## config.mk

```make
export PLATFORM = sky130hd
export DESIGN_NAME = sd_transfer_sequencer
export DESIGN_NICKNAME = d
export VERILOG_FILES = /design/src/rtl/sd_controller_pkg.sv /design/src/rtl/sd_transfer_sequencer.sv
export SDC_FILE = /design/constraint.sdc
export NUM_CORES = 1
export LEC_CHECK = 0
export CAP_MARGIN = 20
export CORE_MARGIN = 3
export CORE_UTILIZATION = 45
export DETAILED_ROUTE_END_ITERATION = 10
export DONT_BUFFER_PORTS = 1
export GPL_TIMING_DRIVEN = 0
export PLACE_DENSITY_LB_ADDON = 0.15
export SLEW_MARGIN = 20
export SYNTH_ARGS = -nofsm -noshare
export SYNTH_HDL_FRONTEND = slang
export SYNTH_SLANG_ARGS = --single-unit
```

## constraint.sdc

```tcl
create_clock -name aclk -period 3.8 [get_ports aclk]
set_clock_uncertainty 0.05 [all_clocks]
set_input_delay 0.76 -clock aclk [delete_from_list [all_inputs] [get_ports aclk]]
set_output_delay 0.76 -clock aclk [all_outputs]
set_load 0.05 [all_outputs]
```

## src/rtl/sd_controller_pkg.sv

```systemverilog
// Shared definitions for the SD controller: transfer sequencer state encoding and the
// bit positions of the control/status registers (also used by the AXI-lite register file).
package sd_controller_pkg;

    typedef enum logic [1:0] {
        IDLE,
        XFER,
        FINISH,
        ERROR
    } seq_state_t;

    // reg_status bit positions
    localparam int unsigned STATUS_BUSY_BIT = 0;
    localparam int unsigned STATUS_ERR_BIT  = 1;
    localparam int unsigned STATUS_IRQ_BIT  = 2;
    localparam int unsigned STATUS_DONE_BIT = 3;

    // reg_ctrl bit positions
    localparam int unsigned CTRL_START_BIT = 0;
    localparam int unsigned CTRL_IRQEN_BIT = 1;

endpackage

```

## src/rtl/sd_transfer_sequencer.sv

```systemverilog
// Multi-sector SD-to-memory read sequencer.
// For each sector it issues one read command to the SD data core and one write descriptor
// to the DMA writer, waits for both completions, then advances to the next sector.
// Ports:
//   aclk / aresetn                   clock, asynchronous active-low reset
//   reg_ctrl .. reg_reset            control registers from the register file
//   reg_status, reg_progress, irq    status back to the register file / system
//   sd_cmd_*  / sd_rsp_*             sector read request (valid/ready) and completion pulse
//   dma_req_* / dma_done_*           write descriptor (valid/ready) and completion pulse
module sd_transfer_sequencer
    import sd_controller_pkg::*;
#(
    parameter int unsigned SECTOR_LOG2 = 9
) (
    input  logic        aclk,
    input  logic        aresetn,
    input  logic [31:0] reg_ctrl,
    input  logic [31:0] reg_dstaddr,
    input  logic [31:0] reg_startsector,
    input  logic [22:0] reg_sectornum,
    input  logic        interrupt_clear,
    input  logic        reg_reset,
    output logic [31:0] reg_status,
    output logic [31:0] reg_progress,
    output logic        irq,
    output logic        sd_cmd_valid,
    input  logic        sd_cmd_ready,
    output logic [31:0] sd_cmd_sector,
    input  logic        sd_rsp_valid,
    input  logic        sd_rsp_err,
    output logic        dma_req_valid,
    input  logic        dma_req_ready,
    output logic [31:0] dma_req_addr,
    input  logic        dma_done_valid,
    input  logic        dma_done_err
);

    seq_state_t  state_q, state_d;
    logic [22:0] idx_q, idx_d;
    logic [22:0] total_q, total_d;
    logic [22:0] progress_q, progress_d;
    logic [31:0] base_addr_q, base_addr_d;
    logic [31:0] base_sector_q, base_sector_d;
    logic        int_en_q, int_en_d;
    logic        cmd_sent_q, cmd_sent_d;
    logic        dma_sent_q, dma_sent_d;
    logic        sd_ok_q, sd_ok_d;
    logic        dma_ok_q, dma_ok_d;
    logic        done_q, done_d;
    logic        error_q, error_d;
    logic        irq_pend_q, irq_pend_d;
    logic        irq_q, irq_d;
    logic        sd_cmd_valid_q, sd_cmd_valid_d;
    logic [31:0] sd_cmd_sector_q, sd_cmd_sector_d;
    logic        dma_req_valid_q, dma_req_valid_d;
    logic [31:0] dma_req_addr_q, dma_req_addr_d;

    logic        start;
    logic        irq_set;
    logic        xfer_err;
    logic [22:0] idx_inc;
    logic        unused_ctrl;

    assign start       = reg_ctrl[CTRL_START_BIT];
    assign unused_ctrl = ^reg_ctrl[31:2];
    assign idx_inc     = idx_q + 23'd1;
    assign xfer_err    = (sd_rsp_valid & sd_rsp_err) | (dma_done_valid & dma_done_err);

    always_comb begin
        state_d         = state_q;
        idx_d           = idx_q;
        total_d         = total_q;
        progress_d      = progress_q;
        base_addr_d     = base_addr_q;
        base_sector_d   = base_sector_q;
        int_en_d        = int_en_q;
        cmd_sent_d      = cmd_sent_q;
        dma_sent_d      = dma_sent_q;
        sd_ok_d         = sd_ok_q;
        dma_ok_d        = dma_ok_q;
        done_d          = done_q;
        error_d         = error_q;
        irq_pend_d      = irq_pend_q;
        irq_set         = 1'b0;

        if (reg_reset) begin
            // Soft reset beats start and any pending handshake; latched config is kept.
            state_d    = IDLE;
            idx_d      = '0;
            progress_d = '0;
            cmd_sent_d = 1'b0;
            dma_sent_d = 1'b0;
            sd_ok_d    = 1'b0;
            dma_ok_d   = 1'b0;
            done_d     = 1'b0;
            error_d    = 1'b0;
            irq_pend_d = 1'b0;
        end else begin
            unique case (state_q)
                IDLE: begin
                    if (start) begin
                        base_addr_d   = reg_dstaddr;
                        base_sector_d = reg_startsector;
                        total_d       = reg_sectornum;
                        int_en_d      = reg_ctrl[CTRL_IRQEN_BIT];
                        done_d        = 1'b0;
                        error_d       = 1'b0;
                        progress_d    = '0;
                        idx_d         = '0;
                        cmd_sent_d    = 1'b0;
                        dma_sent_d    = 1'b0;
                        sd_ok_d       = 1'b0;
                        dma_ok_d      = 1'b0;
                        state_d       = (reg_sectornum != '0) ? XFER : FINISH;
                    end
                end
                XFER: begin
                    cmd_sent_d = cmd_sent_q | (sd_cmd_valid_q & sd_cmd_ready);
                    dma_sent_d = dma_sent_q | (dma_req_valid_q & dma_req_ready);
                    sd_ok_d    = sd_ok_q | sd_rsp_valid;
                    dma_ok_d   = dma_ok_q | dma_done_valid;
                    if (xfer_err) begin
                        // Failing sector is not counted.
                        state_d = ERROR;
                    end else if (sd_ok_d && dma_ok_d) begin
                        idx_d      = idx_inc;
                        progress_d = idx_inc;
                        if (idx_inc == total_q) begin
                            state_d = FINISH;
                        end else begin
                            cmd_sent_d = 1'b0;
                            dma_sent_d = 1'b0;
                            sd_ok_d    = 1'b0;
                            dma_ok_d   = 1'b0;
                        end
                    end
                end
                FINISH: begin
                    done_d  = 1'b1;
                    irq_set = 1'b1;
                    state_d = IDLE;
                end
                ERROR: begin
                    error_d = 1'b1;
                    irq_set = 1'b1;
                    state_d = IDLE;
                end
                default: state_d = IDLE;
            endcase

            // A set in the same cycle as a clear wins.
            if (irq_set) begin
                irq_pend_d = 1'b1;
            end else if (interrupt_clear) begin
                irq_pend_d = 1'b0;
            end
        end

        irq_d = irq_pend_d & int_en_d;

        // Requests only rise while already in XFER, giving the start-to-valid latency of two
        // cycles; leaving XFER (finish, error, soft reset) drops them.
        sd_cmd_valid_d  = (state_q == XFER) && (state_d == XFER) && !cmd_sent_d;
        dma_req_valid_d = (state_q == XFER) && (state_d == XFER) && !dma_sent_d;
        sd_cmd_sector_d = base_sector_q + 32'(idx_d);
        dma_req_addr_d  = base_addr_q + (32'(idx_d) << SECTOR_LOG2);
    end

    always_ff @(posedge aclk or negedge aresetn) begin
        if (!aresetn) begin
            state_q         <= IDLE;
            idx_q           <= '0;
            total_q         <= '0;
            progress_q      <= '0;
            base_addr_q     <= '0;
            base_sector_q   <= '0;
            int_en_q        <= 1'b0;
            cmd_sent_q      <= 1'b0;
            dma_sent_q      <= 1'b0;
            sd_ok_q         <= 1'b0;
            dma_ok_q        <= 1'b0;
            done_q          <= 1'b0;
            error_q         <= 1'b0;
            irq_pend_q      <= 1'b0;
            irq_q           <= 1'b0;
            sd_cmd_valid_q  <= 1'b0;
            sd_cmd_sector_q <= '0;
            dma_req_valid_q <= 1'b0;
            dma_req_addr_q  <= '0;
        end else begin
            state_q         <= state_d;
            idx_q           <= idx_d;
            total_q         <= total_d;
            progress_q      <= progress_d;
            base_addr_q     <= base_addr_d;
            base_sector_q   <= base_sector_d;
            int_en_q        <= int_en_d;
            cmd_sent_q      <= cmd_sent_d;
            dma_sent_q      <= dma_sent_d;
            sd_ok_q         <= sd_ok_d;
            dma_ok_q        <= dma_ok_d;
            done_q          <= done_d;
            error_q         <= error_d;
            irq_pend_q      <= irq_pend_d;
            irq_q           <= irq_d;
            sd_cmd_valid_q  <= sd_cmd_valid_d;
            sd_cmd_sector_q <= sd_cmd_sector_d;
            dma_req_valid_q <= dma_req_valid_d;
            dma_req_addr_q  <= dma_req_addr_d;
        end
    end

    always_comb begin
        reg_status                  = '0;
        reg_status[STATUS_BUSY_BIT] = (state_q != IDLE);
        reg_status[STATUS_ERR_BIT]  = error_q;
        reg_status[STATUS_IRQ_BIT]  = irq_pend_q;
        reg_status[STATUS_DONE_BIT] = done_q;
    end

    assign reg_progress  = {9'b0, progress_q};
    assign irq           = irq_q;
    assign sd_cmd_valid  = sd_cmd_valid_q;
    assign sd_cmd_sector = sd_cmd_sector_q;
    assign dma_req_valid = dma_req_valid_q;
    assign dma_req_addr  = dma_req_addr_q;

endmodule

```

# Yosys cells after proc, flatten, opt, wreduce, memory -nomap -nowiden
# Cells that the tools add are included.
# W data, S select, Z words.
# word_totals
register_bits,210
latch_bits,0
ramBits,0
romBits,0
inputBits,129
word_cells,111
mem_count,0
# op_classes
addsub,3
n_mul,0
div,0
magnitude_cmp,0
eq_ne,8
shifts,0
muxes,52
bitwise,11
reduce_logical,18
# ops
cell,count
$mux W23,8
$pmux W23 S2,2
$add A32 B23 Y32,1
$add A32 B32 Y32,1
$mux W1,29
$add A23 B1 Y23 const B,1
$eq A23 B23 Y1,1
$reduce_bool A23 Y1,1
$mux W2,6
$pmux W1 S2,6
$ne A3 B3 Y1 const B,3
$reduce_bool A3 Y1,3
$pmux W2 S3,1
$reduce_and A2 Y1,3
$and A1 B1 Y1,5
$or A1 B1 Y1,5
$eq A2 B1 Y1 const B,2
$eq A2 B2 Y1 const B,2
$logic_and A1 B1 Y1,4
$reduce_and A4 Y1,1
$reduce_and A3 Y1,1
$logic_not A1 Y1,2
$logic_not A2 Y1,1
$reduce_bool A2 Y1,1
2 further kinds,2

# Longest topological paths before layout
# Gate-level depths: netlist (run 1).
# depth
ltp_word,10
ltp_mapped,17

# Worst setup path after synthesis (run 1)
# No wires, ideal clock.
# synth_timing
path_type,in2reg
start,in sd_rsp_err
end,"reg sd_cmd_sector_q[24], in the netlist sd_cmd_sector[24]"
setup_time_ps,116
t_arrival_ps,4505
t_required_ps,3634
path_slack_ps,-871
path_stages,16
path_cell_list,a22oi_1 o221ai_1 nor2_1 clkbuf_1 xnor2_1 nor2_1 ha_1 fa_1 a211o_1 a21oi_1 o21ai_1 a221oi_2 o31ai_1 and4_1 or4b_1 o311ai_0
# synth_between
elab_chain_cells,6
# synth_rtl
element,line_no,source
"start, declared",sd_transfer_sequencer.sv:30,"input logic sd_rsp_err,"
$and A1 B1 Y1,sd_transfer_sequencer.sv:67,assign xfer_err = (sd_rsp_valid & sd_rsp_err) | (dma_done_valid & dma_done_err);
$or A1 B1 Y1,sd_transfer_sequencer.sv:67,
$mux W23,sd_transfer_sequencer.sv:122,if (xfer_err) begin
$pmux W23 S2,sd_transfer_sequencer.sv:99,unique case (state_q)
$mux W23,sd_transfer_sequencer.sv:86,if (reg_reset) begin
net idx_d[0],sd_transfer_sequencer.sv:39,"logic [22:0] idx_q, idx_d;"
$add A32 B23 Y32,sd_transfer_sequencer.sv:165,sd_cmd_sector_d = base_sector_q + 32'(idx_d);
net sd_cmd_sector_d[24],sd_transfer_sequencer.sv:54,"logic [31:0] sd_cmd_sector_q, sd_cmd_sector_d;"
"end signal, assigned",sd_transfer_sequencer.sv:207,sd_cmd_sector_q <= sd_cmd_sector_d;
"end, declared",sd_transfer_sequencer.sv:54,
# The timed path passes the listed nets, and every way through them passes these cells.
# A chain may end at the register's enable or synchronous reset.

# Final worst setup path (run 1)
# layout_timing
start,in sd_rsp_valid
end,"reg sd_cmd_sector_q[20], in the netlist sd_cmd_sector[20]"
# layout_between
elab_chain_cells,7
# layout_rtl
element,line_no,source
"start, declared",sd_transfer_sequencer.sv:29,"input logic sd_rsp_valid,"
$or A1 B1 Y1,sd_transfer_sequencer.sv:120,sd_ok_d = sd_ok_q | sd_rsp_valid;
$logic_and A1 B1 Y1,sd_transfer_sequencer.sv:125,end else if (sd_ok_d && dma_ok_d) begin
$mux W23,sd_transfer_sequencer.sv:125,
$mux W23 (*),sd_transfer_sequencer.sv:122,
$pmux W23 S2 (*),sd_transfer_sequencer.sv:99,
$mux W23 (*),sd_transfer_sequencer.sv:86,
net idx_d[3],sd_transfer_sequencer.sv:39,
$add A32 B23 Y32 (*),sd_transfer_sequencer.sv:165,
net sd_cmd_sector_d[20],sd_transfer_sequencer.sv:54,
# The timed path passes the listed nets; every way through them passes the cells marked *.

==> results of run 1 <==
## state kept, by name, summed over array words and instances (netlist names), 2 cells and up
signal and flops:
sd_cmd_sector 32, base_addr_q 32, total_q 23, state_q 2, base_sector_q 32, idx_q 23
dma_req_addr 32, progress_q 23
## cells by family (layout without fill, tap and decap cells)
group / after synthesis / after routing / synth area share, %
multiplexers: 88 / 88 / 8.44
flip-flops: 210 / 210 / 44.9
buffers and inverters: 106 / 226 / 4.95
adder cells (fa/ha/maj): 48 / 48 / 5.26
AO/OA/AOI/OAI: 242 / 242 / 13.6
other: 1 / 37 / 0.0321
XOR/XNOR: 94 / 94 / 7.39
AND/OR/NAND/NOR: 321 / 321 / 15.4
## timing repair
item                                   CTS  global route
pin swaps                               38            26
buffers inserted                        39            41
resized for setup                       85            61
endpoints found under the hold margin  210           210
setup endpoints to repair               40            21
## stage by stage
step | utilization, % | instances | TNS [ps]
after detailed placement | 49.1 | 1476 | -31970
after global placement | 49.1 | 1476 | -31090
final | 57.3 | 1596 | -36.8
after CTS | 55.1 | 1558 | -238
after floorplan | - | 1146 | -1770
after global routing | 57.3 | 1596 | -1380
## critical path, cell delays in order
cell       delay, ps
a22oi_2          240
o221ai_4         190
or2_4            300
buf_8            130
or3_4            390
a21oi_4          270
ha_4             250
o21a_1           190
a21oi_2          170
o21ai_2          100
a221oi_4         330
o31ai_4          100
a2111oi_1        440
a211oi_1         120
xor2_1           170
## metal layers
layer	wire length [um]	up-vias	global-route usage (%)
met5	34	-	0
met4	775	6	5.87
met3	2320	49	5.81
met2	15600	283	37.2
met1	13900	4287	29.3
li1	-	4224	-
## Yosys cell counts, types with 4 or more instances
master,number
dfrtp_1,210
nand2_1,86
mux2_2,85
a21oi_1,65
xnor2_1,64
o21ai_0,55
nor2_1,54
buf_4,46
ha_1,46
clkbuf_1,31
xor2_1,27
nand2b_1,22
nand3_1,22
inv_1,21
nor3_1,21
a21o_1,18
o31ai_1,17
and3_1,15
nor2b_1,15
a211oi_1,13
nor4_1,12
nand4_1,10
or3_1,9
o211ai_1,8
and2_1,7
a311oi_1,6
and4_1,6
buf_2,6
or3b_2,5
o21a_1,4
o21ai_1,4
o21bai_1,4
o311ai_0,4
or2_2,4
## power by group
group / leakage [nW] / internal [W] / switching (W)
Clock: 0.401 / 0.00140 / 0.000919
Combinational: 3.29 / 0.000653 / 0.000688
Sequential: 2.58 / 0.00264 / 0.000972
Total: 6.27 / 0.00470 / 0.00258
## final cells by class
class / count / area (sq um) / share of cell area (%)
buffer: 83 / 569 / 3.91
timing repair buffer: 79 / 601 / 4.13
inverter: 21 / 78.8 / 0.542
multi-input combinational: 830 / 6810 / 46.8
clock inverter: 7 / 73.8 / 0.508
clock buffer: 36 / 736 / 5.06
tap: 330 / 413 / 2.84
sequential: 210 / 5260 / 36.2
## worst paths after layout
check / startpoint / slack (ps) / cells past startpoint / endpoint
hold / removal: aresetn / -120 / 0 / dma_req_addr[4]
setup / recovery: sd_rsp_valid / -20 / 15 / sd_cmd_sector[20]
min in group aclk: reg_reset / 280 / 1 / idx_q[22]
setup reg to reg: idx_q[5] / 10 / 17 / sd_cmd_sector[20]
hold reg to reg: base_addr_q[2] / 320 / 0 / dma_req_addr[2]
max in group asynchronous: aresetn / 3530 / 0 / base_addr_q[30]
==> results.json, run 1 <==
{
  "timing.final.ws_setup_ps": -22.3,
  "hold_class": "in -> async",
  "fill_cells": 2198,
  "max-clock-path-buffers": 3,
  "grt_max_degree": 211,
  "cts_root_buffer": "clkbuf_16",
  "postSynthCellCount": 1110,
  "final_area_sq_um": 14500,
  "synth_warnings": 0,
  "synthFlopType": "dfrtp_1",
  "place_ws_ps": -1380,
  "cp.arrival_ps": 4160,
  "powerDensity_nw_per_um2": 500,
  "grt-ovfl-total": 0,
  "nets": 1426,
  "synth_cell_types": 80,
  "synth_top_area_share_pct": 44.9,
  "async_flop_share_pct": 100,
  "synth_top_area_cell": "dfrtp_1",
  "ant_nets": 0,
  "syn_area_sq_um": 11700,
  "syn_area_per_cell_sq_um": 10.5,
  "area_delta_synth_final_pct": 24.3,
  "grt_pass1_wl_mm": 50.1,
  "min_period_over_period_pct": 101,
  "rows": 58,
  "required_ps": 4140,
  "failed_checks": "hold timing, setup timing",
  "wl_per_cell_um": 20.4,
  "h-tree-depth": 1,
  "synth-seq-area-share_pct": 44.9,
  "ios": 260,
  "num_vias": 8849,
  "viasPerCell": 5.54,
  "final_hold_viol_count": 210,
  "rsz0062_at_grt": "true",
  "cap_violations": 0,
  "synth_edf_count": 0,
  "crit_path_start_kind": "input port",
  "fp.dieW_um": 167,
  "grtUsageTotal_pct": 22.4,
  "grt_pass1_vias": 8813,
  "final_common_cell": "dfrtp_1",
  "clk_pin_slew_ps": 60,
  "dieArea_sq_um": 28000,
  "coreArea_sq_um": 25400,
  "leakage_nw": 6.27,
  "post-route-min-period_ps": 3820,
  "setup_viol": 3,
  "dp_hpwl_mm": 23.4,
  "cp_max_fo": 5,
  "cts_tree": "built",
  "netlist_top_cells_area": "dfrtp_1 (45%), mux2_2 (8.2%), ha_1 (4.9%)",
  "timing_worst_setup_path_type": "in -> reg",
  "io_buffers": 0,
  "wirelength_mm": 32.6,
  "status": "finished with violations",
  "worstMarginPinSlew_ps": 922,
  "relSlewSlack_pct": 38.5,
  "gp_congestion": 0.902,
  "p_total_w": 0.00728,
  "antenna_found_initial": 3,
  "num_antenna_cells": 0,
  "cts_buffers": 24,
  "whs_ps": -123,
  "ys_ff_latch": 210,
  "start_util_pct": 46.1,
  "drc_errors": 0,
  "ir_worst_vdd_mv": 0.403,
  "slew_viol_final": 0,
  "placed_area_sq_um": 12500,
  "firstDrtPassIters": 5,
  "clock_latency_ps": 530,
  "cp-end-kind": "register",
  "layout-drive-gt1-share_pct": 31.7,
  "max_freq_mhz": 262,
  "drt-initial-drc-count": 782,
  "cts_sinks": 210,
  "die_y_um": 167,
  "final_cell_mix": "dfrtp_1 (205), buf_4 (121), mux2_2 (85)"
}
No activity file was read; power rests on OpenSTA's default activity.
==> inputs of run 2 (changes only) <==
--- a/config.mk
+++ b/config.mk
@@ -7,6 +7,8 @@
 export LEC_CHECK = 0
 export CAP_MARGIN = 20
+export CELL_PAD_IN_SITES_DETAIL_PLACEMENT = 1
+export CELL_PAD_IN_SITES_GLOBAL_PLACEMENT = 2
 export CORE_MARGIN = 3
-export CORE_UTILIZATION = 45
+export CORE_UTILIZATION = 37
 export DETAILED_ROUTE_END_ITERATION = 10
 export DONT_BUFFER_PORTS = 1
--- a/constraint.sdc
+++ b/constraint.sdc
@@ -3,3 +3,3 @@
 set_input_delay 0.76 -clock aclk [delete_from_list [all_inputs] [get_ports aclk]]
 set_output_delay 0.76 -clock aclk [all_outputs]
-set_load 0.05 [all_outputs]
+set_load 0.02 [all_outputs]
==> run 2 against run 1 <==
  * The flow still finishes with violations (hold timing, setup timing)
  * Critical path depth rose by 1
  * Hold slack got worse by 11 ps
  * Fmax fell by 3.0%
  * Clock-buffer cell count fell by 6
  * Non-clock buffer count rose by 26
  * Largest power group unchanged
==> results.json, run 2 (synthesis results as in run 1) <==
{
  "whs_ps": -134,
  "hold_class": "in -> async",
  "wirelength_mm": 37.6,
  "viasPerCell": 5.41,
  "cts_sinks": 210,
  "drc_errors": 0,
  "finalSetupTns_ps": -704,
  "rrSetupSlack_ps": -80,
  "ios": 260,
  "max_freq_mhz": 254,
  "slew_viol_final": 0,
  "crit_path_start": "sd_rsp_valid",
  "worstMarginPinSlew_ps": 1030,
  "cts_buffers": 25,
  "path_common_cell": "nor2_4",
  "required_ps": 4180,
  "layout-drive-gt1-share_pct": 35.9,
  "grt_max_degree": 211,
  "area_delta_synth_final_pct": 30.0,
  "cts_tree": "built",
  "clock_latency_ps": 550,
  "fp.dieW_um": 184,
  "coreArea_sq_um": 30900,
  "final_common_cell": "dfrtp_1",
  "clk_pin_slew_ps": 70,
  "worst_r2r_path_depth": 15,
  "post-route-min-period_ps": 3940,
  "h-tree-depth": 1,
  "min_period_over_period_pct": 104,
  "dieArea_sq_um": 33800,
  "start_util_pct": 37.8,
  "status": "finished with violations",
  "rows": 64,
  "ir_worst_vdd_mv": 0.371,
  "grt_pass1_wl_mm": 56.5,
  "die_y_um": 184,
  "antenna_found_initial": 10,
  "final_util_pct": 49.2,
  "grt_pass1_vias": 9579,
  "ant_nets": 0,
  "powerDensity_nw_per_um2": 469,
  "failed_checks": "hold timing, setup timing",
  "cp-end-kind": "register",
  "gp_congestion": 0.878,
  "final_cell_mix": "dfrtp_1 (205), buf_4 (139), mux2_2 (85)",
  "num_vias": 9155,
  "io_buffers": 0,
  "wl_per_cell_um": 22.3,
  "final_hold_viol_count": 210,
  "max-clock-path-buffers": 3,
  "nets": 1453,
  "timing_worst_setup_path_type": "in -> reg",
  "relSlewSlack_pct": 31.1,
  "slowest_delay_ps": 480,
  "cp.arrival_ps": 4320,
  "critPathBufInv": 1,
  "critPathTopFamily": "compound AO/OA/AOI/OAI gates",
  "worstReg2RegStart": "dma_ok_q",
  "setup_viol": 9,
  "cp_max_fo": 6,
  "grt-ovfl-total": 0,
  "dp_hpwl_mm": 26.4,
  "grtUsageTotal_pct": 21.5,
  "rsz0062_at_grt": "true",
  "timing.final.ws_setup_ps": -141,
  "crit_path_start_kind": "input port",
  "r2r-end": "sd_cmd_sector[26]",
  "crit_slowest_cell": "or4_4",
  "cts_root_buffer": "clkbuf_16",
  "leakage_nw": 6.51,
  "firstDrtPassIters": 4,
  "drt-initial-drc-count": 304,
  "cp_cell_sequence": "a22oi_2 -> o221ai_4 -> nor2_4 -> clkbuf_16 -> xnor2_4 -> nor2_4 -> ha_4 -> fa_2 -> a211o_1 -> a21oi_2 -> o21ai_2 -> a221oi_4 -> o31ai_4 -> and4_4 -> or4_4 -> o211ai_1",
  "cap_violations": 0
}
==> run 2: timing repair <==
item	in CTS	in global routing
pin swaps	34	58
resized for setup	115	97
setup buffers	53	52
endpoints found under the hold margin	210	210
setup endpoints to repair	42	21
==> run 2: area by class of cell <==
| class | count | area, sq um |
|---|---|---|
| plain buffers | 83 | 589 |
| repair buffers | 105 | 826 |
| clock inverters | 14 | 176 |
| fillers | 3316 | 15700 |
| flip-flops and latches | 210 | 5260 |
| diodes | 2 | 5.00 |
| multi-input cells | 830 | 7090 |
| well taps | 396 | 495 |
| clock buffers | 30 | 684 |
| inverters | 21 | 78.8 |
==> run 2: how the worst max path moves through the flow <==
stage                     cells after the start                end  slack (ps)
final                                        16  sd_cmd_sector[26]        -140
after global routing                         16  sd_cmd_sector[24]        -250
after CTS                                    13  sd_cmd_sector[31]         -60
after detailed placement                     14  sd_cmd_sector[24]       -1610
after global placement                       14  sd_cmd_sector[24]       -1560
after floorplan                              14  sd_cmd_sector[24]        -310
==> run 2: per-stage QoR <==
stage               instances  total power (W)  hold WS, ps  cell area, sq um  setup WS [ps]
global placement         1542          0.00440          306             12600          -1560
finish                   1691          0.00713         -134             15200           -141
CTS                      1638          0.00710         -163             14400          -57.6
detailed placement       1542          0.00443          309             12600          -1610
global route             1690          0.00751         -166             15200           -246
floorplan                1146          0.00407          300             12100           -310
==> run 2: worst reg2reg max path: cells and delay by family (launching register included) <==
kind,cells,cell delay (ps)
DFF,1,430
xor gates and xnor gates,1,160
buffers and inverters,1,190
adders and majority gates,2,540
AOI/OAI and AO/OA,7,1540
and+or+nand+nor,4,870
==> run 2: report_power, final <==
part / switching, W / internal (W) / leakage, nW
combinational: 0.000681 / 0.000698 / 3.49
sequential: 0.000569 / 0.00265 / 2.58
clock: 0.000976 / 0.00155 / 0.431
total: 0.00223 / 0.00490 / 6.51
==> run 2: per-layer routing <==
metal | GRT usage [%] | share of wire [%] | vias to the layer above
li1 | - | - | 4265
met1 | 27.5 | 42 | 4574
met2 | 35.9 | 48 | 230
met3 | 5.30 | 6.4 | 72
met4 | 7.02 | 3.3 | 14
met5 | 0 | 0.25 | -
==> inputs of run 3 (changes only) <==
Settings changed: CORE_MARGIN 3 to 4.
==> run 3 against run 2 <==
  * The run still ends with hold timing, setup timing left
  * Largest power group unchanged
  * Register-to-register slack gained 30 ps
  * Worst setup slack gained 51 ps
  * Critical path type unchanged
  * Global-route usage shrank 0.81 points
  * Critical endpoint unchanged
  * Via count shrank 2.6%
  * Sequential power is essentially flat
==> results.json, run 3 (synthesis results as in run 1) <==
{
  "max-clock-path-buffers": 3,
  "io_buffers": 0,
  "worstMarginPinSlew_ps": 1040,
  "drc_errors": 0,
  "final_common_cell": "dfrtp_1",
  "grt_max_degree": 211,
  "coreArea_sq_um": 30900,
  "grt-ovfl-total": 0,
  "cp-end-kind": "register",
  "dp_hpwl_mm": 26.5,
  "cts_sinks": 210,
  "hold_class": "in -> async",
  "rsz0062_at_grt": "true",
  "ios": 260,
  "final_hold_viol_count": 210,
  "post-route-min-period_ps": 3890,
  "slew_viol_final": 0,
  "status": "finished with violations",
  "crit_slowest_cell": "or4_4",
  "grtUsageTotal_pct": 20.7,
  "drt-initial-drc-count": 318,
  "firstDrtPassIters": 4,
  "ant_nets": 0,
  "die_y_um": 186,
  "h-tree-depth": 1,
  "slowest_delay_ps": 470,
  "failed_checks": "hold timing, setup timing",
  "whs_ps": -131,
  "num_vias": 8915,
  "dieArea_sq_um": 34500,
  "start_util_pct": 37.8,
  "min_period_over_period_pct": 102,
  "clock_latency_ps": 550,
  "critPathTopFamily": "compound AO/OA/AOI/OAI gates",
  "antenna_found_initial": 12,
  "rows": 64,
  "timing_worst_setup_path_type": "in -> reg",
  "dp_cells": 1542,
  "finalSetupTns_ps": -211,
  "fin_cells": 1665,
  "gp_congestion": 0.896,
  "fp.dieW_um": 186,
  "powerDensity_nw_per_um2": 485,
  "cp_max_fo": 7,
  "area_delta_synth_final_pct": 26.7,
  "final_util_pct": 48.0,
  "timing.final.ws_setup_ps": -89.7,
  "crit_path_start_kind": "input port",
  "ir_worst_vdd_mv": 0.426,
  "cts_root_buffer": "clkbuf_16",
  "nets": 1423,
  "clk_pin_slew_ps": 60,
  "final_cell_mix": "dfrtp_1 (205), buf_4 (110), mux2_2 (85)",
  "cts_buffers": 26,
  "required_ps": 4190,
  "cp.arrival_ps": 4280,
  "cts_tree": "built",
  "cp_cell_sequence": "a22oi_2 -> o221ai_4 -> or2_4 -> buf_8 -> or3_4 -> a21oi_4 -> ha_4 -> o21a_1 -> a21oi_2 -> o21ai_2 -> a221oi_4 -> o31ai_4 -> and4_4 -> or4_4 -> o211ai_1",
  "grt_pass1_vias": 9513,
  "wl_per_cell_um": 22.1,
  "relSlewSlack_pct": 30.8,
  "p_total_w": 0.00720,
  "wirelength_mm": 36.8,
  "max_freq_mhz": 257,
  "layout-drive-gt1-share_pct": 32.5,
  "setup_viol": 4,
  "viasPerCell": 5.35,
  "critPathBufInv": 1,
  "grt_pass1_wl_mm": 55.8,
  "cap_violations": 0,
  "leakage_nw": 6.37
}
## run 3: cell types whose count changed in the layout (fill, tap and decap cells not counted), sizes merged
cell | previous run | this run
buf | 159 | 127
clkinv | 8 | 11
clkbuf | 59 | 61
diode | 2 | 3
## run 3: final timing paths
| path | startpoint | endpoint | slack [ps] | cells after the start |
|---|---|---|---|---|
| setup / recovery | sd_rsp_valid | sd_cmd_sector[26] | -90 | 15 |
| hold / removal | aresetn | progress_q[6] | -130 | 0 |
| setup reg to reg | sd_ok_q | sd_cmd_sector[26] | -50 | 15 |
| hold reg to reg | base_addr_q[0] | dma_req_addr[0] | 320 | 0 |
| max in group asynchronous | aresetn | state_q[0] | 3360 | 0 |
| min in group aclk | reg_reset | idx_q[22] | 260 | 1 |
## run 3: per-stage QoR
stage          instance area, sq um  setup slack, ps
6_report                      14800            -89.7
5_1_grt                       14800             -177
4_1_cts                       14300            -25.9
3_5_place_dp                  12600            -1570
3_3_place_gp                  12600            -1570
2_1_floorplan                 12100             -310
## run 3: cell type report
class                      count  area, sq um
buffer                        83          579
antenna                        3         7.51
clock inverter                17          231
inverter                      21         78.8
multi-input combinational    830         6840
clock buffer                  31          719
timing repair buffer          74          604
sequential                   210         5260
fill                        3326        16100
tap                          396          495
## run 3: what timing repair did
action / 4_1_cts / 5_1_grt
endpoints found under the setup margin: 44 / 19
cloned: 0 / 1
gates resized for setup: 101 / 60
pin swaps: 34 / 35
setup buffers: 42 / 31
hold endpoints to repair: 210 / 210
## run 3: metal layers
layer	share of wire (%)	wire (um)	GRT usage [%]	vias up
met5	0.30	111	0	-
met4	2.8	1030	5.63	16
met3	6.4	2370	5.59	70
met2	48	17600	34.3	234
met1	42	15600	26.8	4388
li1	-	-	-	4207
## run 3: power breakdown
part | leakage, nW | switching [W] | internal (W) | total, W
Combinational | 3.32 | 0.000664 | 0.000651 | 0.00132
Clock | 0.469 | 0.00103 | 0.00164 | 0.00266
Sequential | 2.58 | 0.000562 | 0.00265 | 0.00322
Total | 6.37 | 0.00225 | 0.00494 | 0.00720
